==> config.mk <==
export PLATFORM = sky130hd
export DESIGN_NAME = shifter_seq
export DESIGN_NICKNAME = d
export VERILOG_FILES = /design/src/rtl/shifter_pkg.sv /design/src/rtl/shift_stage.sv /design/src/rtl/shifter_seq.sv
export SDC_FILE = /design/constraint.sdc
export NUM_CORES = 1
export LEC_CHECK = 0
export BUFFER_PORTS_ARGS = -buffer_cell sky130_fd_sc_hd__buf_4
export CORE_MARGIN = 1
export CORE_UTILIZATION = 55
export CTS_CLUSTER_SIZE = 24
export DETAILED_ROUTE_END_ITERATION = 10
export PLACE_DENSITY = 0.77
export RECOVER_POWER = 25
export SLEW_MARGIN = 30
export SYNTH_ARGS = -nofsm -noshare
export SYNTH_HDL_FRONTEND = slang
export SYNTH_SLANG_ARGS = --single-unit
==> constraint.sdc <==
create_clock -name clk -period 2 [get_ports clk]
set_input_delay 0.2 -clock clk [delete_from_list [all_inputs] [get_ports clk]]
set_output_delay 0.2 -clock clk [all_outputs]
set_load 0.01 [all_outputs]
==> src/rtl/shifter_pkg.sv <==
// shifter_pkg: shared definitions for the iterative shift/rotate unit.
//   - op encoding constants (OP_ROL, OP_SLL, OP_ROR, OP_SRL)
//   - FSM state type and state constants (StIdle, StShift, StDone)
//   - SHAMT_W: width of the shift amount
//   - bits_above(): mask of shamt bits strictly above a given stage index
package shifter_pkg;

  localparam int unsigned SHAMT_W = 4;

  typedef logic [1:0] op_t;
  localparam op_t OP_ROL = 2'b00;
  localparam op_t OP_SLL = 2'b01;
  localparam op_t OP_ROR = 2'b10;
  localparam op_t OP_SRL = 2'b11;

  typedef logic [1:0] state_t;
  localparam state_t StIdle  = 2'd0;
  localparam state_t StShift = 2'd1;
  localparam state_t StDone  = 2'd2;

  // Mask selecting shamt bits above stage idx; all-zero for the last stage.
  function automatic logic [SHAMT_W-1:0] bits_above(input logic [1:0] idx);
    logic [SHAMT_W-1:0] m;
    m = '1;
    m = m << ({1'b0, idx} + 3'd1);
    return m;
  endfunction

endpackage

==> src/rtl/shift_stage.sv <==
// shift_stage: one combinational log2 stage of the iterative shifter.
// Shifts or rotates by the fixed distance DIST when enabled, else passes data through.
// Ports:
//   op   in  2      operation (ROL, SLL, ROR, SRL)
//   en   in  1      apply this stage's distance
//   din  in  WIDTH  data in
//   dout out WIDTH  data out
module shift_stage
  import shifter_pkg::*;
#(
  parameter int unsigned WIDTH = 16,
  parameter int unsigned DIST  = 1
) (
  input  logic [1:0]       op,
  input  logic             en,
  input  logic [WIDTH-1:0] din,
  output logic [WIDTH-1:0] dout
);

  always_comb begin
    dout = din;
    if (en) begin
      unique case (op)
        OP_ROL: dout = {din[WIDTH-1-DIST:0], din[WIDTH-1:WIDTH-DIST]};
        OP_SLL: dout = {din[WIDTH-1-DIST:0], {DIST{1'b0}}};
        OP_ROR: dout = {din[DIST-1:0], din[WIDTH-1:DIST]};
        OP_SRL: dout = {{DIST{1'b0}}, din[WIDTH-1:DIST]};
      endcase
    end
  end

endmodule

==> src/rtl/shifter_seq.sv <==
// shifter_seq: iterative 16-bit shift/rotate unit, one log2 stage (1, 2, 4, 8) per clock.
// A start accepted in IDLE or DONE loads the operand into the result register; four
// SHIFT cycles follow, then a one-cycle done pulse. The result holds until the next start.
// Build option: define SHIFTER_EARLY_EXIT_EN to leave SHIFT once no higher shamt bit is set.
// Ports:
//   clk    in  1      clock, rising edge
//   rst    in  1      synchronous active-high reset
//   start  in  1      request, honoured only in IDLE or DONE
//   op     in  2      00 ROL, 01 SLL, 10 ROR, 11 SRL
//   in     in  WIDTH  operand
//   shamt  in  4      amount 0..15
//   busy   out 1      high while shifting
//   done   out 1      one-cycle completion pulse
//   out    out WIDTH  result register
module shifter_seq
  import shifter_pkg::*;
#(
  parameter int unsigned WIDTH = 16
) (
  input  logic               clk,
  input  logic               rst,
  input  logic               start,
  input  logic [1:0]         op,
  input  logic [WIDTH-1:0]   in,
  input  logic [SHAMT_W-1:0] shamt,
  output logic               busy,
  output logic               done,
  output logic [WIDTH-1:0]   out
);

  state_t             state_q, state_d;
  logic [1:0]         cnt_q, cnt_d;
  logic [1:0]         op_q, op_d;
  logic [SHAMT_W-1:0] shamt_q, shamt_d;
  logic [WIDTH-1:0]   out_q, out_d;

  logic [WIDTH-1:0]   stage_out [4];
  logic               last_stage;

  for (genvar g = 0; g < 4; g++) begin : g_stage
    shift_stage #(
      .WIDTH (WIDTH),
      .DIST  (1 << g)
    ) u_stage (
      .op   (op_q),
      .en   (shamt_q[g]),
      .din  (out_q),
      .dout (stage_out[g])
    );
  end

`ifdef SHIFTER_EARLY_EXIT_EN
  // Remaining stages would all be pass-through, so finish now.
  assign last_stage = (cnt_q == 2'd3) || ((shamt_q & bits_above(cnt_q)) == '0);
`else
  assign last_stage = (cnt_q == 2'd3);
`endif

  always_comb begin
    state_d = state_q;
    cnt_d   = cnt_q;
    op_d    = op_q;
    shamt_d = shamt_q;
    out_d   = out_q;
    case (state_q)
      StIdle, StDone: begin
        if (start) begin
          out_d   = in;
          op_d    = op;
          shamt_d = shamt;
          cnt_d   = 2'd0;
          state_d = StShift;
        end else begin
          state_d = StIdle;
        end
      end
      StShift: begin
        out_d = stage_out[cnt_q];
        if (last_stage) begin
          cnt_d   = 2'd0;
          state_d = StDone;
        end else begin
          cnt_d = cnt_q + 2'd1;
        end
      end
      default: state_d = StIdle;
    endcase
  end

  always_ff @(posedge clk) begin
    if (rst) begin
      state_q <= StIdle;
      cnt_q   <= 2'd0;
      op_q    <= 2'd0;
      shamt_q <= '0;
      out_q   <= '0;
    end else begin
      state_q <= state_d;
      cnt_q   <= cnt_d;
      op_q    <= op_d;
      shamt_q <= shamt_d;
      out_q   <= out_d;
    end
  end

  assign busy = (state_q == StShift);
  assign done = (state_q == StDone);
  assign out  = out_q;

endmodule

==> results of run 1 <==
==> Yosys cell counts, types with 3 or more instances <==
library cell	count	share of area, %
a211o_1	4	1.6
a211oi_1	15	5.2
a211oi_2	3	1.7
a21o_1	3	1.0
a21oi_1	19	4.4
a221oi_1	19	7.7
a32oi_1	12	4.8
buf_2	10	2.3
buf_4	3	1.0
clkbuf_1	13	2.3
clkbuf_2	3	0.69
dfxtp_1	26	24
inv_1	5	0.87
mux2_2	32	17
nand2_1	20	3.5
nand2b_1	4	1.2
nand3_1	5	1.2
nor2_1	17	2.9
nor2b_1	6	1.7
nor3_1	9	2.1
o21ai_0	11	2.5
==> area by class of cell <==
cell class / instances / area share, %
multi-input combinational: 202 / 58.1
clock buffer: 4 / 2.17
sequential: 26 / 20.6
tap: 48 / 2.37
timing repair buffer: 55 / 15.9
inverter: 6 / 0.889
==> worst reg2reg max path, delay by kind of cell (launching register included) <==
kind                   cells  cell delay [ps]
flip-flops                 1              460
AO/OA/AOI/OAI              4              590
buffers and inverters      1              230
AND/OR/NAND/NOR            1              450
==> sequential cells by signal, indices dropped and copies added (netlist names) <==
name,count
state_q,2
out,16
cnt_q,2
op_q,2
shamt_q,4
==> cell families after synthesis <==
kind of cell	after synthesis	share of synthesized area (%)
muxes	33	17.7
buffers and inverters	37	8.37
DFF	26	24.0
AOI/OAI and AO/OA	95	32.8
and+or+nand+nor	73	16.6
adders and majority gates	1	0.577
==> per-layer routing <==
| metal | up-vias | wire, um | global-route usage [%] |
|---|---|---|---|
| met5 | - | 0 | 0 |
| met4 | 0 | 180 | 13.3 |
| met3 | 20 | 517 | 4.05 |
| met2 | 134 | 2990 | 51.7 |
| met1 | 1061 | 2810 | 47.1 |
| li1 | 1076 | - | - |
==> timing repair <==
| action | in CTS | in global routing |
|---|---|---|
| setup endpoints to repair | 0 | 11 |
| gates resized for setup | 0 | 3 |
| buffers inserted | 0 | 2 |
==> stage by stage <==
step                      hold slack (ps)  power, mW
final                                 160       1.48
after global routing                  170       1.56
after CTS                             160       1.48
after detailed placement              456       1.14
after global placement                449       1.13
after floorplan                       336      0.956
==> final timing paths <==
check / to / slack, ps / cells after the start
hold / removal: shamt_q[1] / 160 / 3
setup / recovery: out[0] / 200 / 6
hold reg to reg: shamt_q[3] / 480 / 2
setup reg to reg: out[0] / 200 / 6
==> power groups by stage <==
stage	Sequential, mW	Combinational [mW]	Clock [mW]
2_1_floorplan	0.642	0.314	0
3_3_place_gp	0.666	0.459	0
3_5_place_dp	0.669	0.468	0
4_1_cts	0.656	0.469	0.358
5_1_grt	0.666	0.517	0.376
6_report	0.660	0.473	0.350
==> impl_metrics.toml, run 1 <==
[outcome]
status = "finished clean"

[sta]
hold_viol = 0
setup-tns-final_ps = 0
max_slew.worst_pin.slew_ps = 480
fin_crit_sh_pct = 89.9
fmax_ghz = 0.556
fin_ws_ps = 203
drv_slew = 0
fin_crit_ps = 1800
clock_skew_ps = 5.94
rsz0062_at_grt = "no"
setup_violations = 0
slew_headroom_pct = 67.9

[power_and_ir_drop]
ir_drop_uv = 374
total_switching_power_mw = 0.509
power_per_cell_area_nw_per_um2 = 586
swShare_pct = 34.3
p_leak_nw = 0.935
power_frac_comb_pct = 31.9
pwr-share-seq_pct = 44.5
p_int_mw = 0.974
pwr-share-clk_pct = 23.6

[worst_setup_path]
crit_chain = "and2_1 > buf_4 > o21ai_0 > a21oi_1 > o2111ai_1 > a211oi_1"
critical_path_class = "flop to flop"
reg2reg_from = "cnt_q[0]"
cp_top_family = "compound AO/OA/AOI/OAI gates"
crit_fanout = 11
slowest_delay_ps = 460
crit_buf_inv = 1
endpoint_kind = "flop"
startpoint = "cnt_q[0]"
cp.required_ps = 2200
cp-start-kind = "flop"
cp_data_arrival_time_ps = 2000
cpMaxStageDelayCell = "dfxtp_1"

[clock_tree]
clk_path_buf_depth = 2
htreeDepth = 1
cts_buffers = 3
clock-sinks = 26
path_clk_slew_ps = 100
clkLatencyLatePin_ps = 280
ctsHoldBuffers = 0
cts_tree = "done"
cts_root_buf = "clkbuf_8"

[run]
cap_violations = 0

[yosys]
synth_cell_type_count = 38
yosysWarnings = 0
yosys_register_bits = 26
synth_async_sr_flop_share_pct = 0
syn-num-nets = 291
syn_avg_cell_area_um2 = 8.18
synthCells = 265
ys_seq_area_share_pct = 24.0
syn_area_um2 = 2170
synth-main-ff-cell = "dfxtp_1"
synth_edf_count = 0

[detailed_routing]
viasPerCell = 6.72
post_drt_wl_per_cell_um = 19.0
first_pass_iters = 5
num_vias = 2291
wl_um = 6490
antenna_left = 0
drt_iter0_drc = 239
drc = 0

[placement]
placed_area_um2 = 2480
place_hpwl_um = 4340
gp_congestion = 0.927
place_inst = 335
preCtsSetupSlack_ps = 101
numPortBuffers = 42

[min_path]
hold_class = "primary input to flop"
min_from = "shamt[1]"

[cells_and_area]
syn2layout_area_growth_pct = 16.8
nFillCells = 340
finish.utilization_pct = 68.2
layout.area.seq_um2 = 522
nNetsFinal = 320
antenna_cells = 0
final_cells = 341
drive_gt1_share_pct = 32.4
multi_input_area_um2 = 1470
final_common_cell = "buf_4"
postLayoutCellArea_um2 = 2530
layout_common_cells = "48 x buf_4, 32 x mux2_2, 25 x dfxtp_1"

[grt]
gr-usage-all-layers_pct = 33.6
grt.overflow.total = 0
grt_antenna_before_repair = 0
grt_pass1_wl_um = 10800
grt_pass1_vias = 2132
grt_max_degree = 37

[floorplanning]
io_pins = 43
die_area_um2 = 4200
coreArea_um2 = 3720
start_util_pct = 58.4
die_w_um = 64.8
num_rows = 22
fp.dieH_um = 64.8
Power figures use the tool's default switching activity.
==> inputs of run 2 (changes only) <==
--- a/config.mk
+++ b/config.mk
@@ -10,7 +10,7 @@
 export CORE_UTILIZATION = 55
 export CTS_CLUSTER_SIZE = 24
 export DETAILED_ROUTE_END_ITERATION = 10
-export PLACE_DENSITY = 0.77
+export PLACE_DENSITY_LB_ADDON = 0.15
 export RECOVER_POWER = 25
 export SLEW_MARGIN = 30
 export SYNTH_ARGS = -nofsm -noshare
==> impl_metrics.toml, run 2 (synthesis gave the netlist of run 1 again) <==
[worst_setup_path]
crit_fanout = 17
reg2reg_depth = 5
endpoint_kind = "flop"
cp.required_ps = 2210
cp-start-kind = "flop"
reg2reg_from = "cnt_q[0]"
ff2ff_setup_slack_ps = 140
cp_data_arrival_time_ps = 2080
r2r_end = "out[12]"
critical_path_class = "flop to flop"

[clock_tree]
cts_tree = "done"
clk_path_buf_depth = 2
ctsHoldBuffers = 0
path_clk_slew_ps = 90
htreeDepth = 1
cts_buffers = 3
clkLatencyLatePin_ps = 280
cts_root_buf = "clkbuf_8"
clock-sinks = 26

[grt]
gr-usage-all-layers_pct = 30.3
grt.overflow.total = 0
grt_pass1_vias = 2097
grt_max_degree = 38
grt_pass1_wl_um = 9920
grt_antenna_before_repair = 0

[detailed_routing]
viasPerCell = 6.78
antenna_left = 0
post_drt_wl_per_cell_um = 18.1
first_pass_iters = 5
drc = 0
num_vias = 2293
wl_um = 6130
drt_iter0_drc = 259

[sta]
fin_ws_ps = 135
max_slew.worst_pin.slew_ps = 645
fin_crit_ps = 1860
setup_violations = 0
fmax_ghz = 0.536
drv_slew = 0
whs_ps = 151
setup-tns-final_ps = 0
clock_skew_ps = 6.32
slew_headroom_pct = 57.0
rsz0062_at_grt = "no"
hold_viol = 0
fin_crit_sh_pct = 93.2

[floorplanning]
die_area_um2 = 4200
num_rows = 22
fp.dieH_um = 64.8
coreArea_um2 = 3720
io_pins = 43
start_util_pct = 58.4
die_w_um = 64.8

[placement]
preCtsSetupSlack_ps = 87.9
numPortBuffers = 42
gp_congestion = 0.861
place_hpwl_um = 3930

[cells_and_area]
largest_reg_flops = 16
final_common_cell = "buf_4"
antenna_cells = 0
finish.utilization_pct = 68.0
nFillCells = 367
syn2layout_area_growth_pct = 16.6
drive_gt1_share_pct = 30.3
nNetsFinal = 317
layout_common_cells = "41 x buf_4, 32 x mux2_2, 25 x dfxtp_1"

[min_path]
min_path_cells = 3
hold_class = "primary input to flop"
min_from = "op[1]"
hold_end = "op_q[1]"

[run]
cap_violations = 0

[power_and_ir_drop]
power_per_cell_area_nw_per_um2 = 623
p_leak_nw = 0.921
ir_drop_uv = 544
power.total_mw = 1.58

[outcome]
status = "finished clean"
## run 2: cell types whose count changed in the layout (fill, tap and decap cells not counted), sizes merged
cell	change
bufinv	+1
buf	-6
clkbuf	+2
## run 2: cell type report
| cell class | instances | area (um2) | share of cell area, % |
|---|---|---|---|
| Clock inverter | 1 | 30.0 | 1.19 |
| Inverter | 6 | 22.5 | 0.891 |
| Multi-Input combinational cell | 202 | 1470 | 58.1 |
| Tap cell | 48 | 60.1 | 2.38 |
| Timing Repair Buffer | 52 | 383 | 15.1 |
| Sequential cell | 26 | 522 | 20.6 |
| Clock buffer | 3 | 41.3 | 1.63 |
## run 2: routing by layer
layer,wire length (um),vias to the layer above,global-route usage (%)
met5,0,-,0
met3,474,15,4.58
met2,2970,115,50.9
met4,111,0,10.8
met1,2570,1097,38.9
li1,-,1066,-
## run 2: where the power goes
group | switching [mW] | internal (mW) | total, mW
registers | 0.0968 | 0.562 | 0.658
clock network | 0.188 | 0.268 | 0.456
logic | 0.229 | 0.232 | 0.461
## run 2: worst max path at each step
stage / to / from / slack, ps / cells after the start
after floorplan: out[15] / cnt_q[0] / 310 / 5
after global placement: out[4] / cnt_q[0] / 180 / 5
after detailed placement: out[8] / cnt_q[0] / 90 / 5
after CTS: out[8] / cnt_q[0] / 70 / 5
after global routing: out[10] / cnt_q[0] / 3 / 5
final: out[12] / cnt_q[0] / 140 / 5
## run 2: per-stage QoR
stage	area, um2	cells
2_1_floorplan	2170	265
3_3_place_gp	2470	332
3_5_place_dp	2470	332
4_1_cts	2540	336
5_1_grt	2530	338
6_report	2530	338
## run 2: timing repair
item / in CTS / in global routing
resized for setup: 0 / 1
setup endpoints to repair: 0 / 7
endpoints found under the hold margin: 0 / 0
buffers inserted: 0 / 2
## run 2: worst max-delay path, stage by stage, from the launching register on
cell,delay (ps)
dfxtp_1,390
and2b_1,620
a221oi_1,170
a311oi_1,380
a211oi_1,80
nor3_1,160
